$ cat src/rtl/apb_master_bridge_if.sv
// apb_master_bridge_if: bundles the host command/response port and the APB
// requester pins of apb_master_bridge.
//   master modport - the bridge view: takes commands and APB slave returns,
//                    drives cmd_ready, the response and the APB request pins.
//   slave  modport - the environment view (host + APB slave), mirror image.
interface apb_master_bridge_if #(
  parameter int ADDR_W = 32,
  parameter int DATA_W = 32
);
  logic              cmd_valid;
  logic              cmd_ready;
  logic              cmd_write;
  logic [ADDR_W-1:0] cmd_addr;
  logic [DATA_W-1:0] cmd_wdata;
  logic              rsp_valid;
  logic [DATA_W-1:0] rsp_rdata;
  logic              rsp_timeout;
  logic [ADDR_W-1:0] PADDR;
  logic [DATA_W-1:0] PWDATA;
  logic              PWRITE;
  logic              PSELx;
  logic              PENABLE;
  logic [DATA_W-1:0] PRDATA;
  logic              PREADY;

  modport master (
    input  cmd_valid, cmd_write, cmd_addr, cmd_wdata, PRDATA, PREADY,
    output cmd_ready, rsp_valid, rsp_rdata, rsp_timeout,
           PADDR, PWDATA, PWRITE, PSELx, PENABLE
  );

  modport slave (
    output cmd_valid, cmd_write, cmd_addr, cmd_wdata, PRDATA, PREADY,
    input  cmd_ready, rsp_valid, rsp_rdata, rsp_timeout,
           PADDR, PWDATA, PWRITE, PSELx, PENABLE
  );
endinterface

$ cat src/rtl/apb_master_bridge.sv
// apb_master_bridge: turns each accepted valid/ready command into one APB
// transfer (SETUP, then ACCESS until PREADY or timeout) and returns a
// one-cycle response pulse carrying read data or a timeout flag.
// Ports:
//   pclk   - clock, rising edge
//   reset  - synchronous, active-high
//   bus    - apb_master_bridge_if.master (command, response, APB pins)
// Every output is a register; the always_comb block computes next values.
module apb_master_bridge #(
  parameter int ADDR_W  = 32,
  parameter int DATA_W  = 32,
  parameter int TIMEOUT = 255
) (
  input  logic pclk,
  input  logic reset,
  apb_master_bridge_if.master bus
);
  localparam int CNT_W = $clog2(TIMEOUT + 1);
  // Count of low-PREADY ACCESS edges at which the transfer is abandoned.
  localparam logic [CNT_W-1:0] CNT_LAST = CNT_W'(TIMEOUT - 1);

  typedef enum logic [1:0] {S_IDLE, S_SETUP, S_ACCESS} state_t;

  state_t            r_state, w_state;
  logic [CNT_W-1:0]  r_cnt, w_cnt;
  logic              r_cmd_ready, w_cmd_ready;
  logic              r_rsp_valid, w_rsp_valid;
  logic              r_rsp_timeout, w_rsp_timeout;
  logic [DATA_W-1:0] r_rsp_rdata, w_rsp_rdata;
  logic [ADDR_W-1:0] r_paddr, w_paddr;
  logic [DATA_W-1:0] r_pwdata, w_pwdata;
  logic              r_pwrite, w_pwrite;
  logic              r_psel, w_psel;
  logic              r_penable, w_penable;

  always_ff @(posedge pclk) begin
    if (reset) begin
      r_state       <= S_IDLE;
      r_cnt         <= '0;
      r_cmd_ready   <= 1'b1;
      r_rsp_valid   <= 1'b0;
      r_rsp_timeout <= 1'b0;
      r_rsp_rdata   <= '0;
      r_paddr       <= '0;
      r_pwdata      <= '0;
      r_pwrite      <= 1'b0;
      r_psel        <= 1'b0;
      r_penable     <= 1'b0;
    end else begin
      r_state       <= w_state;
      r_cnt         <= w_cnt;
      r_cmd_ready   <= w_cmd_ready;
      r_rsp_valid   <= w_rsp_valid;
      r_rsp_timeout <= w_rsp_timeout;
      r_rsp_rdata   <= w_rsp_rdata;
      r_paddr       <= w_paddr;
      r_pwdata      <= w_pwdata;
      r_pwrite      <= w_pwrite;
      r_psel        <= w_psel;
      r_penable     <= w_penable;
    end
  end

  always_comb begin
    // Response fields are pulses; address/data/direction hold their value.
    w_state       = r_state;
    w_cnt         = r_cnt;
    w_cmd_ready   = r_cmd_ready;
    w_rsp_valid   = 1'b0;
    w_rsp_timeout = 1'b0;
    w_rsp_rdata   = '0;
    w_paddr       = r_paddr;
    w_pwdata      = r_pwdata;
    w_pwrite      = r_pwrite;
    w_psel        = r_psel;
    w_penable     = r_penable;
    case (r_state)
      S_IDLE: begin
        // cmd_ready is registered high throughout IDLE, so this is the accept.
        if (bus.cmd_valid) begin
          w_paddr     = bus.cmd_addr;
          w_pwdata    = bus.cmd_wdata;
          w_pwrite    = bus.cmd_write;
          w_cmd_ready = 1'b0;
          w_psel      = 1'b1;
          w_penable   = 1'b0;
          w_state     = S_SETUP;
        end
      end
      S_SETUP: begin
        w_penable = 1'b1;
        w_cnt     = '0;
        w_state   = S_ACCESS;
      end
      S_ACCESS: begin
        // PREADY is checked first so a completion on the last allowed cycle
        // beats the timeout.
        if (bus.PREADY) begin
          w_rsp_valid = 1'b1;
          w_rsp_rdata = r_pwrite ? '0 : bus.PRDATA;
          w_psel      = 1'b0;
          w_penable   = 1'b0;
          w_cmd_ready = 1'b1;
          w_state     = S_IDLE;
        end else if (r_cnt == CNT_LAST) begin
          w_rsp_valid   = 1'b1;
          w_rsp_timeout = 1'b1;
          w_psel        = 1'b0;
          w_penable     = 1'b0;
          w_cmd_ready   = 1'b1;
          w_state       = S_IDLE;
        end else begin
          w_cnt = r_cnt + CNT_W'(1);
        end
      end
      default: begin
        w_psel      = 1'b0;
        w_penable   = 1'b0;
        w_cmd_ready = 1'b1;
        w_state     = S_IDLE;
      end
    endcase
  end

  assign bus.cmd_ready   = r_cmd_ready;
  assign bus.rsp_valid   = r_rsp_valid;
  assign bus.rsp_timeout = r_rsp_timeout;
  assign bus.rsp_rdata   = r_rsp_rdata;
  assign bus.PADDR       = r_paddr;
  assign bus.PWDATA      = r_pwdata;
  assign bus.PWRITE      = r_pwrite;
  assign bus.PSELx       = r_psel;
  assign bus.PENABLE     = r_penable;
endmodule

$ cat src/flat_wrapper.sv
// flat-port wrapper written by rule: the top's interface ports become plain ports
module apb_master_bridge_flat 
#(
  parameter int ADDR_W  = 32,
  parameter int DATA_W  = 32,
  parameter int TIMEOUT = 255
)
  (pclk, reset, bus_cmd_valid, bus_cmd_write, bus_cmd_addr, bus_cmd_wdata, bus_PRDATA, bus_PREADY, bus_cmd_ready, bus_rsp_valid, bus_rsp_rdata, bus_rsp_timeout, bus_PADDR, bus_PWDATA, bus_PWRITE, bus_PSELx, bus_PENABLE);
  apb_master_bridge_if #(.ADDR_W(ADDR_W), .DATA_W(DATA_W)) bus_i ();
  input  logic pclk;
  input  logic reset;
  input wire logic [$bits(bus_i.cmd_valid)-1:0] bus_cmd_valid;
  input wire logic [$bits(bus_i.cmd_write)-1:0] bus_cmd_write;
  input wire logic [$bits(bus_i.cmd_addr)-1:0] bus_cmd_addr;
  input wire logic [$bits(bus_i.cmd_wdata)-1:0] bus_cmd_wdata;
  input wire logic [$bits(bus_i.PRDATA)-1:0] bus_PRDATA;
  input wire logic [$bits(bus_i.PREADY)-1:0] bus_PREADY;
  output wire logic [$bits(bus_i.cmd_ready)-1:0] bus_cmd_ready;
  output wire logic [$bits(bus_i.rsp_valid)-1:0] bus_rsp_valid;
  output wire logic [$bits(bus_i.rsp_rdata)-1:0] bus_rsp_rdata;
  output wire logic [$bits(bus_i.rsp_timeout)-1:0] bus_rsp_timeout;
  output wire logic [$bits(bus_i.PADDR)-1:0] bus_PADDR;
  output wire logic [$bits(bus_i.PWDATA)-1:0] bus_PWDATA;
  output wire logic [$bits(bus_i.PWRITE)-1:0] bus_PWRITE;
  output wire logic [$bits(bus_i.PSELx)-1:0] bus_PSELx;
  output wire logic [$bits(bus_i.PENABLE)-1:0] bus_PENABLE;
  assign bus_i.cmd_valid = bus_cmd_valid;
  assign bus_i.cmd_write = bus_cmd_write;
  assign bus_i.cmd_addr = bus_cmd_addr;
  assign bus_i.cmd_wdata = bus_cmd_wdata;
  assign bus_i.PRDATA = bus_PRDATA;
  assign bus_i.PREADY = bus_PREADY;
  assign bus_cmd_ready = bus_i.cmd_ready;
  assign bus_rsp_valid = bus_i.rsp_valid;
  assign bus_rsp_rdata = bus_i.rsp_rdata;
  assign bus_rsp_timeout = bus_i.rsp_timeout;
  assign bus_PADDR = bus_i.PADDR;
  assign bus_PWDATA = bus_i.PWDATA;
  assign bus_PWRITE = bus_i.PWRITE;
  assign bus_PSELx = bus_i.PSELx;
  assign bus_PENABLE = bus_i.PENABLE;
  apb_master_bridge #(.ADDR_W(ADDR_W), .DATA_W(DATA_W), .TIMEOUT(TIMEOUT)) u_core (.pclk(pclk), .reset(reset), .bus(bus_i));
endmodule
$ cat config.mk
export PLATFORM = sky130hd
export DESIGN_NAME = apb_master_bridge_flat
export DESIGN_NICKNAME = d
export VERILOG_FILES = /design/src/rtl/apb_master_bridge_if.sv /design/src/rtl/apb_master_bridge.sv /design/src/flat_wrapper.sv
export SDC_FILE = /design/constraint.sdc
export NUM_CORES = 1
export LEC_CHECK = 0
export CAP_MARGIN = 20
export CORE_ASPECT_RATIO = 2
export CORE_MARGIN = 4
export CORE_UTILIZATION = 43
export CTS_BUF_LIST = sky130_fd_sc_hd__clkbuf_4 sky130_fd_sc_hd__clkbuf_8
export DETAILED_ROUTE_END_ITERATION = 7
export GPL_TIMING_DRIVEN = 0
export PLACE_DENSITY = 0.85
export REMOVE_ABC_BUFFERS = 1
export SYNTH_ARGS = -nofsm -noshare
export SYNTH_HDL_FRONTEND = slang
export SYNTH_SLANG_ARGS = --single-unit
export TNS_END_PERCENT = 1
$ cat constraint.sdc
create_clock -name pclk -period 3.1 [get_ports pclk]
set_clock_uncertainty 0.2 [all_clocks]
set_input_delay 0.465 -clock pclk [delete_from_list [all_inputs] [get_ports pclk]]
set_output_delay 0.465 -clock pclk [all_outputs]
set_load 0.02 [all_outputs]
==> run_results.csv, run 1 <==
group,metric,value,unit
synthesis,ys_ff_latch,111,
place,dp_hpwl,8.63,mm
sta,min_period_over_period,78.7,%
cts,cts.hold.buffers_added,0,
sta,worst_pin_slew,0.873,ns
route,firstDrtPassIters,4,
route,drt_wl_total,11.3,mm
sta,tns,0,ns
die,core_area,8350,um2
pwr,powerDensity,483,nW/um2
sta,finalSetupViolCount,0,
route,routedWlPerCell,15.8,um
cts,cts_resized,0,
cts,clk_latency,0.35,ns
global_route,antenna_found_initial,0,
worst_setup_path,cp-end-kind,"register",
die,start_util,44.7,%
cts,cts-root-buf,"clkbuf_8",
route,vias,3502,
worst_setup_path,critical_path_required,3.19,ns
pwr,p_leak,2.27,nW
cts,cts_setup_buffers,0,
worst_setup_path,worstSetupStartpointType,"primary input",
die,boundaryPins,203,
cts,clkSinkCount,111,
sta,rsz0062_at_grt,"false",
synthesis,yosysWarnings,0,
global_route,grt_remaining_overflow,0,
final_layout,fin_nets,716,
global_route,grt_max_degree,51,
final_layout,instances_no_fill,715,
sta,slew_headroom,41.7,%
sta,drv_slew,0,
die,chipWidth,73.9,um
synthesis,synth_edf_count,0,
cts,clock_path_buffers,2,
die,num_rows,47,
cts,cts_buffers,9,
global_route,grt_pass1_vias,3434,
place,dp_cells,700,
global_route,grt_pass1_wl,17.1,mm
route,ant_nets,0,
place,gp_congestion,0.832,
route,drc,0,
place,port_buffers,202,
sta,fmax,410,MHz
pwr,ir_drop,0.474,mV
worst_setup_path,path_max_fanout,35,
final_layout,drive_gt1_share,4.38,%
synthesis,synthCells,422,
route,drt_iter0_drc,233,
pwr,power,2.94,mW
cts,clk_pin_slew,0.10,ns
cts,cts_tree,"built",
flow_run,drv_cap,0,
sta,min_period,2.44,ns
route,via_per_inst,4.90,
cts,h-tree-depth,3,
final_layout,stdcell_area,6080,um2
sta,hold_violations,0,
worst_setup_path,worstPathArrival,2.53,ns
outcome,outcome,"finished, final reports clean",
worst_setup_path,regToRegSetupSlack,0.85,ns
synthesis,postSynth.asyncResetShare,0,%
worst_setup_path,crit_type,"in -> reg",
hold_path,hold_class,"reg -> reg",
place,dpl_cell_area,5860,um2
synthesis,synth.distinct_cells,34,
final_layout,areaGrowthSynthToFinish,62.7,%
synthesis,syn_area,3730,um2
sta,whs,0.256,ns
synthesis,avgSynthCellArea,8.85,um2
final_layout,diodes,0,
die,die-area,10300,um2
die,fp.dieH,140,um
synthesis,synthFlopType,"dfxtp_1",
synthesis,ys_seq_area_share,59.5,%
global_route,grt_usage,21.7,%
cells by family (layout without fill, tap and decap cells):
logic type               after synthesis  count (layout)  synth area share (%)
XOR/XNOR                               2               2                 0.469
AND/OR/NAND/NOR                      195             195                  23.9
buffers and inverters                 28             223                  3.15
AO/OA/AOI/OAI                         83              83                  12.0
multiplexers                           1               1                 0.301
adder cells (fa/ha/maj)                2               2                 0.670
flip-flops                           111             111                  59.5
power breakdown:
part | switching (mW) | internal (mW) | leakage, nW
Combinational | 0.231 | 0.263 | 1.25
Clock | 0.444 | 0.480 | 0.113
Sequential | 0.0332 | 1.49 | 0.906
Total | 0.708 | 2.23 | 2.27
flip-flops by register name (all words and copies together), names as in the netlist:
signal / cells
u_core.bus.rsp_timeout: 1
u_core.bus.rsp_valid: 1
u_core.bus.PWDATA: 32
u_core.bus.rsp_rdata: 32
u_core.bus.PENABLE: 1
u_core.r_cnt: 8
u_core.bus.cmd_ready: 1
u_core.r_state: 1
u_core.bus.PSELx: 1
u_core.bus.PADDR: 32
u_core.bus.PWRITE: 1
metal layers:
metal | GRT usage (%) | vias to the layer above | part of all wire [%]
met5 | 0 | - | 0
met4 | 10.4 | 0 | 3.2
met3 | 6.06 | 24 | 6.3
met2 | 39.8 | 135 | 57
met1 | 21.1 | 1593 | 33
li1 | - | 1750 | -
cells in the mapped netlist, types with 2 or more instances:
library cell | number | share of area (%)
nand2_1 | 134 | 13
dfxtp_1 | 111 | 59
a21oi_1 | 69 | 9.2
and2_1 | 32 | 5.4
clkbuf_1 | 13 | 1.3
buf_2 | 7 | 0.94
nor2_1 | 6 | 0.60
buf_1 | 5 | 0.50
nand3_1 | 5 | 0.67
nor2b_1 | 4 | 0.67
o211ai_1 | 4 | 0.80
nand2b_1 | 3 | 0.50
ha_1 | 2 | 0.67
inv_1 | 2 | 0.20
o21ai_0 | 2 | 0.27
o31ai_1 | 2 | 0.40
or3_1 | 2 | 0.33
or4_1 | 2 | 0.40
xor2_1 | 2 | 0.47
final timing paths:
kind                             start  cells past startpoint                   end
hold / removal    u_core.bus.PADDR[18]                      2  u_core.bus.PADDR[18]
setup reg to reg     u_core.r_state[0]                      5   u_core.bus.PADDR[1]
setup / recovery         bus_cmd_valid                      6   u_core.bus.PADDR[1]
hold reg to reg   u_core.bus.PADDR[18]                      2  u_core.bus.PADDR[18]
cell usage in the layout, fill, tap and decap left out, types with 2 or more instances in the layout:
master / count
a21oi_1: 69
and2_1: 32
buf_12: 2
bufinv_16: 2
clkbuf_8: 10
clkdlybuf4s50_1: 201
clkinv_2: 2
dfxtp_1: 111
ha_1: 2
inv_1: 2
nand2_1: 134
nand2b_1: 2
nand3_1: 5
nor2_1: 6
nor2b_1: 3
o211ai_1: 4
o21ai_0: 2
o31ai_1: 2
or3_1: 2
or4_1: 2
xor2_1: 2
area by class of cell:
cell class,instances,area (um2)
multi-input combinational,283,1410
clock inverter,4,70.1
tap,98,123
timing repair buffer,206,2100
inverter,2,7.51
fill,623,2270
clock buffer,11,145
sequential,111,2220
per-stage QoR:
step / worst slack (ns) / utilization (%)
finish: 0.661 / 72.8
global placement: -2.41 / 69.1
CTS: 0.612 / 72.8
floorplan: -0.253 / -
detailed placement: 0.223 / 70.2
global route: 0.464 / 72.8
worst max-delay path: stages:
cell and delay (ns):
clkdlybuf4s50_1 0.46, nor2b_1 0.32, nor2b_4 0.80, buf_16 0.25, nand2_1 0.09, a21oi_1 0.13
Power figures use the tool's default switching activity.
==> run 2: changes to the inputs <==
Settings changed: CORE_UTILIZATION 43 to 36, PLACE_DENSITY 0.85 to 0.75.
Clock period 3.1 ns to 2.1 ns, I/O delays scaled along.
==> run_results.csv, run 2 (synthesis results as in run 1) <==
group,metric,value,unit
outcome,outcome,"finished, final reports clean",
die,boundaryPins,203,
place,dpl_cell_area,5910,um2
cts,cts-root-buf,"clkbuf_8",
route,drt_wl_total,11.5,mm
place,dp_hpwl,8.65,mm
sta,tns,0,ns
sta,rsz0062_at_grt,"true",
route,routedWlPerCell,15.2,um
final_layout,diodes,0,
sta,worst_pin_slew,0.733,ns
final_layout,fin_nets,717,
final_layout,drive_gt1_share,5.02,%
cts,cts_buffers,9,
global_route,antenna_found_initial,0,
place,pre_cts_ws,-0.630,ns
worst_setup_path,regToRegSetupSlack,0.17,ns
sta,fmax,513,MHz
sta,whs,0.257,ns
cts,cts_tree,"built",
pwr,p_leak,2.29,nW
die,num_rows,52,
route,firstDrtPassIters,4,
sta,slew_headroom,51.2,%
final_layout,stdcell_area,6180,um2
route,vias,3552,
die,fp.dieH,152,um
worst_setup_path,path_max_fanout,27,
worst_setup_path,worstSetupStartpointType,"primary input",
place,dp_cells,737,
route,via_per_inst,4.72,
cts,cts.hold.buffers_added,0,
die,die-area,12200,um2
final_layout,post-route-util,60.9,%
pwr,power,4.46,mW
global_route,grt_usage,19.2,%
cts,clkSinkCount,111,
die,start_util,36.8,%
sta,setup_ws,0.149,ns
worst_setup_path,crit_type,"in -> reg",
sta,finalSetupViolCount,0,
pwr,powerDensity,721,nW/um2
sta,min_period_over_period,92.9,%
final_layout,final_common_cell,"clkdlybuf4s50_1",
sta,drv_slew,0,
final_layout,instances_no_fill,753,
cts,h-tree-depth,3,
route,drt_iter0_drc,185,
flow_run,drv_cap,0,
global_route,grt_pass1_wl,18.1,mm
cts,clk_pin_slew,0.09,ns
worst_setup_path,critical_path_required,2.18,ns
cts,clock_path_buffers,2,
global_route,grt_remaining_overflow,0,
place,port_buffers,202,
place,gp_congestion,0.775,
sta,min_period,1.95,ns
sta,hold_violations,0,
worst_setup_path,worstPathArrival,2.03,ns
worst_setup_path,cp-end-kind,"register",
route,drc,0,
die,core_area,10100,um2
pwr,ir_drop,0.578,mV
global_route,grt_pass1_vias,3626,
route,ant_nets,0,
final_layout,areaGrowthSynthToFinish,65.5,%
die,chipWidth,80.0,um
hold_path,hold_class,"reg -> reg",
final_layout,mostFrequentLayoutCells,"201 x clkdlybuf4s50_1, 134 x nand2_1, 110 x dfxtp_1",
global_route,grt_max_degree,51,
cts,clk_latency,0.36,ns
run 2: cell count changes in the layout (fill, tap and decap cells not counted), sizes merged:
cell | previous run | this run
bufinv | 2 | 3
clkinv | 2 | 1
nor2b | 4 | 5
run 2: cell type report:
| class | count | area [um2] |
|---|---|---|
| Timing Repair Buffer | 206 | 2100 |
| Multi-Input combinational cell | 284 | 1450 |
| Sequential cell | 111 | 2230 |
| Tap cell | 135 | 169 |
| Inverter | 2 | 7.51 |
| Clock buffer | 11 | 139 |
| Fill cell | 889 | 3970 |
| Clock inverter | 4 | 95.1 |
run 2: path summary, 6_finish.rpt:
path,from,endpoint,cells past startpoint
hold reg to reg,u_core.bus.PADDR[22],u_core.bus.PADDR[22],2
setup / recovery,bus_cmd_valid,u_core.bus.PADDR[18],6
setup reg to reg,u_core.r_state[0],u_core.bus.PADDR[18],5
hold / removal,u_core.bus.PADDR[22],u_core.bus.PADDR[22],2
run 2: layer usage:
layer / vias up / global-route usage [%] / routed length [um] / part of all wire (%)
li1: 1751 / - / - / -
met1: 1631 / 18.3 / 3840 / 34
met2: 136 / 34.9 / 6360 / 56
met3: 34 / 5.57 / 697 / 6.1
met4: 0 / 11.3 / 558 / 4.9
met5: - / 0 / 0 / 0
run 2: where the power goes:
group          switching (mW)  leakage, nW  internal, mW
clock                   0.668        0.120         0.812
combinational           0.341         1.26         0.391
sequential             0.0512        0.906          2.19
total                    1.06         2.29          3.40
run 2: critical path, stage by stage:
cell and delay (ns):
clkdlybuf4s50_1 0.46, nor2b_4 0.20, nor2b_4 0.58, buf_16 0.24
nand2_1 0.08, a21oi_1 0.14
run 2: what timing repair did:
item,4_1_cts,5_1_grt
endpoints found under the setup margin,72,46
cloned,1,0
setup buffers,0,0
pin swaps,0,0
gates resized for setup,2,5
